<file path="src/rtl/dco_cbank_ctrl.sv">
// Slew-limited DCO capacitor-bank controller: steps a thermometer code toward a
// requested target and drives registered row/column/cell enables for a ROWS x COLS bank.
//
// state | meaning
// IDLE  | code settled, tgt_ready high, accepts new targets
// RAMP  | stepping code toward target by at most MAX_STEP per clock
module dco_cbank_ctrl #(
    parameter int ROWS     = 8,
    parameter int COLS     = 8,
    parameter int MAX_STEP = 4,
    localparam int NMAX    = ROWS * COLS,
    localparam int CW      = $clog2(NMAX + 1)
) (
    input  logic            clk,
    input  logic            rst,
    input  logic            tgt_valid,
    output logic            tgt_ready,
    input  logic [CW-1:0]   tgt_code,
    input  logic            slew_en,
    input  logic            hold,
    output logic [CW-1:0]   code,
    output logic            busy,
    output logic            sat,
    output logic [ROWS-1:0] row_sel,
    output logic [COLS-1:0] col_sel,
    output logic [ROWS-1:0] r_all,
    output logic [NMAX-1:0] cell_en
);

    typedef enum logic {IDLE, RAMP} state_t;

    localparam logic [CW-1:0] NMAX_C = CW'(NMAX);
    localparam logic [CW-1:0] STEP_C = CW'(MAX_STEP);
    localparam logic [CW:0]   STEP_W = (CW + 1)'(MAX_STEP);
    localparam logic [CW-1:0] COLS_C = CW'(COLS);

    state_t          state, state_nxt;
    logic [CW-1:0]   target, target_nxt;
    logic [CW-1:0]   code_nxt;
    logic            sat_nxt;
    logic [CW-1:0]   eff;
    logic [CW:0]     diff;
    logic [CW:0]     mag;
    logic [CW-1:0]   f_n;
    logic [CW-1:0]   p_n;
    logic [ROWS-1:0] row_sel_nxt;
    logic [COLS-1:0] col_sel_nxt;
    logic [ROWS-1:0] r_all_nxt;
    logic [NMAX-1:0] cell_en_nxt;

    assign tgt_ready = (state == IDLE);
    assign busy      = (state == RAMP);

    always_comb begin
        state_nxt  = state;
        code_nxt   = code;
        target_nxt = target;
        sat_nxt    = sat;
        eff        = (tgt_code > NMAX_C) ? NMAX_C : tgt_code;
        diff       = {1'b0, target} - {1'b0, code};
        mag        = diff[CW] ? (~diff + 1'b1) : diff;

        case (state)
            IDLE: begin
                if (tgt_valid) begin
                    sat_nxt = (tgt_code > NMAX_C);
                    if (slew_en) begin
                        target_nxt = eff;
                        state_nxt  = RAMP;
                    end else begin
                        code_nxt = eff;
                    end
                end
            end
            RAMP: begin
                if (!hold) begin
                    if (mag <= STEP_W) begin
                        code_nxt  = target;
                        state_nxt = IDLE;
                    end else if (diff[CW]) begin
                        code_nxt = code - STEP_C;
                    end else begin
                        code_nxt = code + STEP_C;
                    end
                end
            end
            default: state_nxt = IDLE;
        endcase

        // Decode from the next code so vectors land on the same edge as code.
        f_n = code_nxt / COLS_C;
        p_n = code_nxt % COLS_C;
        row_sel_nxt = '0;
        col_sel_nxt = '0;
        r_all_nxt   = '1;
        cell_en_nxt = '0;
        for (int r = 0; r < ROWS; r++) begin
            r_all_nxt[r]   = !(CW'(r) < f_n);
            row_sel_nxt[r] = (CW'(r) == f_n);
        end
        for (int c = 0; c < COLS; c++) begin
            col_sel_nxt[c] = (CW'(c) < p_n);
        end
        for (int r = 0; r < ROWS; r++) begin
            for (int c = 0; c < COLS; c++) begin
                cell_en_nxt[r*COLS+c] = (row_sel_nxt[r] & col_sel_nxt[c]) | ~r_all_nxt[r];
            end
        end
    end

    always_ff @(posedge clk or posedge rst) begin
        if (rst) begin
            state   <= IDLE;
            code    <= '0;
            target  <= '0;
            sat     <= 1'b0;
            row_sel <= ROWS'(1);
            col_sel <= '0;
            r_all   <= '1;
            cell_en <= '0;
        end else begin
            state   <= state_nxt;
            code    <= code_nxt;
            target  <= target_nxt;
            sat     <= sat_nxt;
            row_sel <= row_sel_nxt;
            col_sel <= col_sel_nxt;
            r_all   <= r_all_nxt;
            cell_en <= cell_en_nxt;
        end
    end

endmodule

</file>
<file path="config.mk">
export PLATFORM = sky130hd
export DESIGN_NAME = dco_cbank_ctrl
export DESIGN_NICKNAME = d
export VERILOG_FILES = /design/src/rtl/dco_cbank_ctrl.sv
export SDC_FILE = /design/constraint.sdc
export NUM_CORES = 1
export LEC_CHECK = 0
export ABC_AREA = 1
export ABC_CLOCK_PERIOD_IN_PS = 3000
export CAP_MARGIN = 20
export CORE_UTILIZATION = 45
export DETAILED_ROUTE_END_ITERATION = 10
export HOLD_SLACK_MARGIN = 0.08
export PLACE_DENSITY = 0.84
export RECOVER_POWER = 100
export SYNTH_ARGS = -nofsm -noshare
export SYNTH_HDL_FRONTEND = slang
export SYNTH_SLANG_ARGS = --single-unit
</file>
<file path="constraint.sdc">
create_clock -name clk -period 3 [get_ports clk]
set_clock_uncertainty 0.05 [all_clocks]
set_input_delay 0.3 -clock clk [delete_from_list [all_inputs] [get_ports clk]]
set_output_delay 0.3 -clock clk [all_outputs]
set_load 0.01 [all_outputs]
</file>
==> summary by stage <==
Timing
For the pin with the worst max-slew slack, the measured transition is ~1.9 ns. The final cycle utilization of the critical path is 118%. The hold slack is roughly 0.51 ns. Setup violations remaining at the end of the flow were counted as 89. The count of pins over their slew limit is 57. The number of hold-slack violations in the final timing report is 0. The fmax is approximately 280 MHz. Setup repair after global routing could not meet its margin everywhere. The worst path in the final design needs a cycle of around 3.5 ns, including I/O delays and setup.

The final worst-path setup slack is -0.534 ns. Measured against its own limit, the worst slew margin works out to -29.1%.

Floorplan
In this run the vertical extent of the chip is around 100 um. The floorplan core area is ~10000 um2. The starting density of the core is 47.0%. From left edge to right edge, the die measures around 100 um. The initialized floorplan defines 36 standard-cell rows. The number of top-level design ports is 110.

The die covers around 11000 um2.

Clock tree
The later-pin clock latency in the skew report is 0.37 ns. In this run, CTS created clock tree buffers numbering 9. The maximum buffer depth of the clock tree is 2. The tree is rooted in a sky130_fd_sc_hd__clkbuf_8. For this design, the sink count on the clock tree is 100. The TritonCTS clock tree is yes. The number of H-tree levels is 3. The clock-pin transition on the worst setup and hold timing paths is around 0.10 ns.

Critical path
The maximum fanout along the worst path is 5. The maximum single-stage delay on the critical path is 0.56 ns. The cell that appears most often on the critical path is sky130_fd_sc_hd__nand3_1. Traced cell by cell, the critical path runs through ha_4, fa_2, ha_2, inv_2, nor2_2, nand3_2, nor2_4, nand3_2, nand2_4, nand3_4, nor2_4, nand3_1, nand2_1, nand3_1, nand2_2, buf_4, nand3_1, nand2_2, o21ai_1. The terminus of the critical flop-to-flop path is cell_en[12]. The type of element capturing the critical path is a flip-flop.

The most critical setup path has its startpoint at code[0]. In this run the critical register-to-register path is launched from code[0]. The worst path arrival time is about 3.7 ns. The worst setup path is of the flip-flop to flip-flop kind. The startpoint type of the worst setup path is a flip-flop.

The data required time of the worst path is around 3.2 ns. The depth of the worst register-to-register path is 19. The reg-to-reg setup timing slack is -0.53 ns. The slowest stage of the critical path belongs to the cell sky130_fd_sc_hd__fa_2.

Routing
Dividing the detail-routed wire length by the instance count gives around 20 um. The via density per instance is approximately 5.5. Once detail routing completed, the nets flagged for antenna violations numbered 0. Before antenna repair, the detailed router went through 5 iterations.

Across all layers, the routed design uses 4618 vias. The routed design has ~17000 um of wire. The count of unresolved DRC violations after routing is 0. The first routing iteration left 414 violations.

Run status
The final reports fail on max-capacitance violations, max-slew violations, negative setup slack. The run finished, with violations left.

Synth
Summed over all instances, the cell type with the most area after synthesis is sky130_fd_sc_hd__dfrtp_1. After synthesis, the share of cell area in mux cells is 0%. After synthesis, flip-flops and latches occupy 54.2% of the total area. The area share of the largest cell type after synthesis is about 50%. The total nets after synthesis is roughly 520. By area the synthesized netlist is led by sky130_fd_sc_hd__dfrtp_1 50%, sky130_fd_sc_hd__nand2_1 12%, sky130_fd_sc_hd__nand3_1 5.0%.

The post-synthesis average cell area is 9.40 um2. The distinct cell type count after synthesis is 40. The dominant combinational cell family by area after synthesis is simple AND/OR/NAND/NOR gates. In this run, synthesis inferred 0 flip-flops with an integrated enable.

In the synthesized netlist the dominant register cell turns out to be sky130_fd_sc_hd__dfrtp_1. Yosys printed 0 warnings. The fraction of the mapped netlist area in adder cells is between 3 and 4%.

After Yosys synthesis, XOR and XNOR cells account for 0.756% of the synthesized area. Synthesis inferred 100 register bits. The mapped netlist covers 4630 um2. The count of mapped cells out of synthesis is between 400 and 500. Summing the areas of all compound-gate instances in the mapped netlist gives between 8 and 9% of the synthesized area. Counting flops with an async set or reset pin after synthesis yields a share of 100%. Summing the areas of all and, or, nand and nor instances in the mapped netlist gives a little over a quarter of the synthesized area.

Finish
The library cells used most frequently in the layout, excluding fill and tap cells, are 115 x sky130_fd_sc_hd__nand2_1, 96 x sky130_fd_sc_hd__dlygate4sd3_1, 89 x sky130_fd_sc_hd__dfrtp_1. Compared with the post-synthesis result, the final layout area differs by 59.9%. The end-of-flow core utilization is between 70% and 80%.

Of the cells placed in the final design, the portion with a size suffix greater than 1 is about 37%. The library cell used most frequently in the layout, excluding fill and tap cells, is sky130_fd_sc_hd__nand2_1. The antenna diode count is 0. The net count reported at finish is just over 700.

The number of fill cells in the layout is around 540.

Global routing
Entering global routing, the biggest net connects 57 pins. The wire length of the first global-routing pass is ~22000 um. The all-layer global routing usage is 27.4%. Global routing finished with a remaining overflow of 0. The via count of the first global-routing pass came to between 4000 and 5000. The initial antenna violation count is 0.

Hold path
The capture endpoint of the worst hold path is target[0]. The origin of the worst min-delay path is tgt_code[0]. Counting instances, the worst hold path has a depth of 3. In this run the worst hold path is classified as input port to flip-flop.

Placement
The routability congestion estimate is slightly above 0.9. The half-perimeter wire length after detailed placement is around 9500 um. The number of I/O port buffers is between 100 and 150.

Job
Max-cap violations in this run came to 1.
==> critical path, delay by kind of cell, from the launching register on <==
| kind | cells | cell delay (ns) |
|---|---|---|
| buf+inv | 2 | 0.20 |
| fa+ha+maj | 3 | 0.92 |
| flops | 1 | 0.43 |
| compound gates | 1 | 0.07 |
| simple gates | 13 | 1.72 |
==> cell families (layout without fill, tap and decap cells) <==
family / count (synthesis) / count (layout)
AO/OA/AOI/OAI: 54 / 55
AND/OR/NAND/NOR: 255 / 259
buffers and inverters: 66 / 273
flip-flops: 100 / 100
adder cells (fa/ha/maj): 13 / 13
other: 1 / 1
XOR/XNOR: 4 / 4
==> flip-flops by register name (all words and copies together) (netlist names) <==
| signal | flops |
|---|---|
| col_sel | 6 |
| cell_en | 64 |
| row_sel | 8 |
| busy | 1 |
| r_all | 7 |
| code | 6 |
| sat | 1 |
| target | 7 |
==> metrics by stage <==
stage | setup slack, ns | instances | TNS [ns] | cell area, um2
after floorplan | -0.227 | 493 | -7.23 | 4720
after global placement | -0.339 | 798 | -16.43 | 6500
after detailed placement | -0.339 | 798 | -17.87 | 6500
after CTS | -0.247 | 826 | -15.69 | 7040
after global routing | -0.659 | 838 | -52.88 | 7410
final | -0.534 | 838 | -31.89 | 7410
==> what timing repair did <==
item / CTS / global route
gates cloned: 5 / 0
setup buffers: 7 / 12
endpoints found under the setup margin: 85 / 90
resized for setup: 50 / 69
pin swaps: 15 / 37
hold buffers: 0 / 0
==> layout make-up <==
class / instances / area, um2 / share of cell area [%]
clock buffer: 9 / 124 / 1.67
inverter: 59 / 246 / 3.33
sequential: 100 / 2520 / 33.9
multi-input combinational: 332 / 2390 / 32.2
clock inverter: 7 / 93.8 / 1.27
tap: 133 / 166 / 2.25
timing repair buffer: 198 / 1880 / 25.3
==> worst max path at each step <==
stage	endpoint	slack, ns	cells past startpoint
final	cell_en[12]	-0.53	19
after detailed placement	cell_en[33]	-0.34	18
after global routing	cell_en[12]	-0.66	19
after floorplan	cell_en[17]	-0.23	18
after CTS	cell_en[0]	-0.25	17
after global placement	cell_en[34]	-0.34	17
==> per-layer routing <==
layer  track usage [%]  vias to the layer above  routed length [um]  part of all wire [%]
met5                 0                        -                   0                     0
met4              11.6                        0                 809                   4.9
met3              5.65                       85                1360                   8.2
met2              46.1                      349                8360                    51
met1              34.4                     2187                6010                    36
li1                  -                     1997                   -                     -
==> cells in the mapped netlist, types with 2 or more instances <==
| master | count |
|---|---|
| sky130_fd_sc_hd__a21oi_4 | 5 |
| sky130_fd_sc_hd__inv_1 | 47 |
| sky130_fd_sc_hd__nand3_1 | 46 |
| sky130_fd_sc_hd__nor2_1 | 23 |
| sky130_fd_sc_hd__o22ai_1 | 2 |
| sky130_fd_sc_hd__nor2_2 | 4 |
| sky130_fd_sc_hd__fa_1 | 2 |
| sky130_fd_sc_hd__o211ai_1 | 3 |
| sky130_fd_sc_hd__inv_2 | 9 |
| sky130_fd_sc_hd__o21ai_2 | 6 |
| sky130_fd_sc_hd__nand2_2 | 14 |
| sky130_fd_sc_hd__dfstp_2 | 8 |
| sky130_fd_sc_hd__a21oi_1 | 14 |
| sky130_fd_sc_hd__xnor2_1 | 2 |
| sky130_fd_sc_hd__dfrtp_1 | 92 |
| sky130_fd_sc_hd__buf_4 | 4 |
| sky130_fd_sc_hd__ha_1 | 11 |
| sky130_fd_sc_hd__a21boi_2 | 2 |
| sky130_fd_sc_hd__nor2_8 | 3 |
| sky130_fd_sc_hd__o21ai_0 | 10 |
| sky130_fd_sc_hd__nor2_4 | 6 |
| sky130_fd_sc_hd__nand2_1 | 144 |
| sky130_fd_sc_hd__nand2_4 | 4 |
| sky130_fd_sc_hd__nand4_1 | 6 |
| sky130_fd_sc_hd__o21ai_1 | 10 |
| sky130_fd_sc_hd__xor2_1 | 2 |
Power is left out: the tool's default activity adds up to more than one toggle a clock period on the data nets, which glitch-free logic cannot reach.
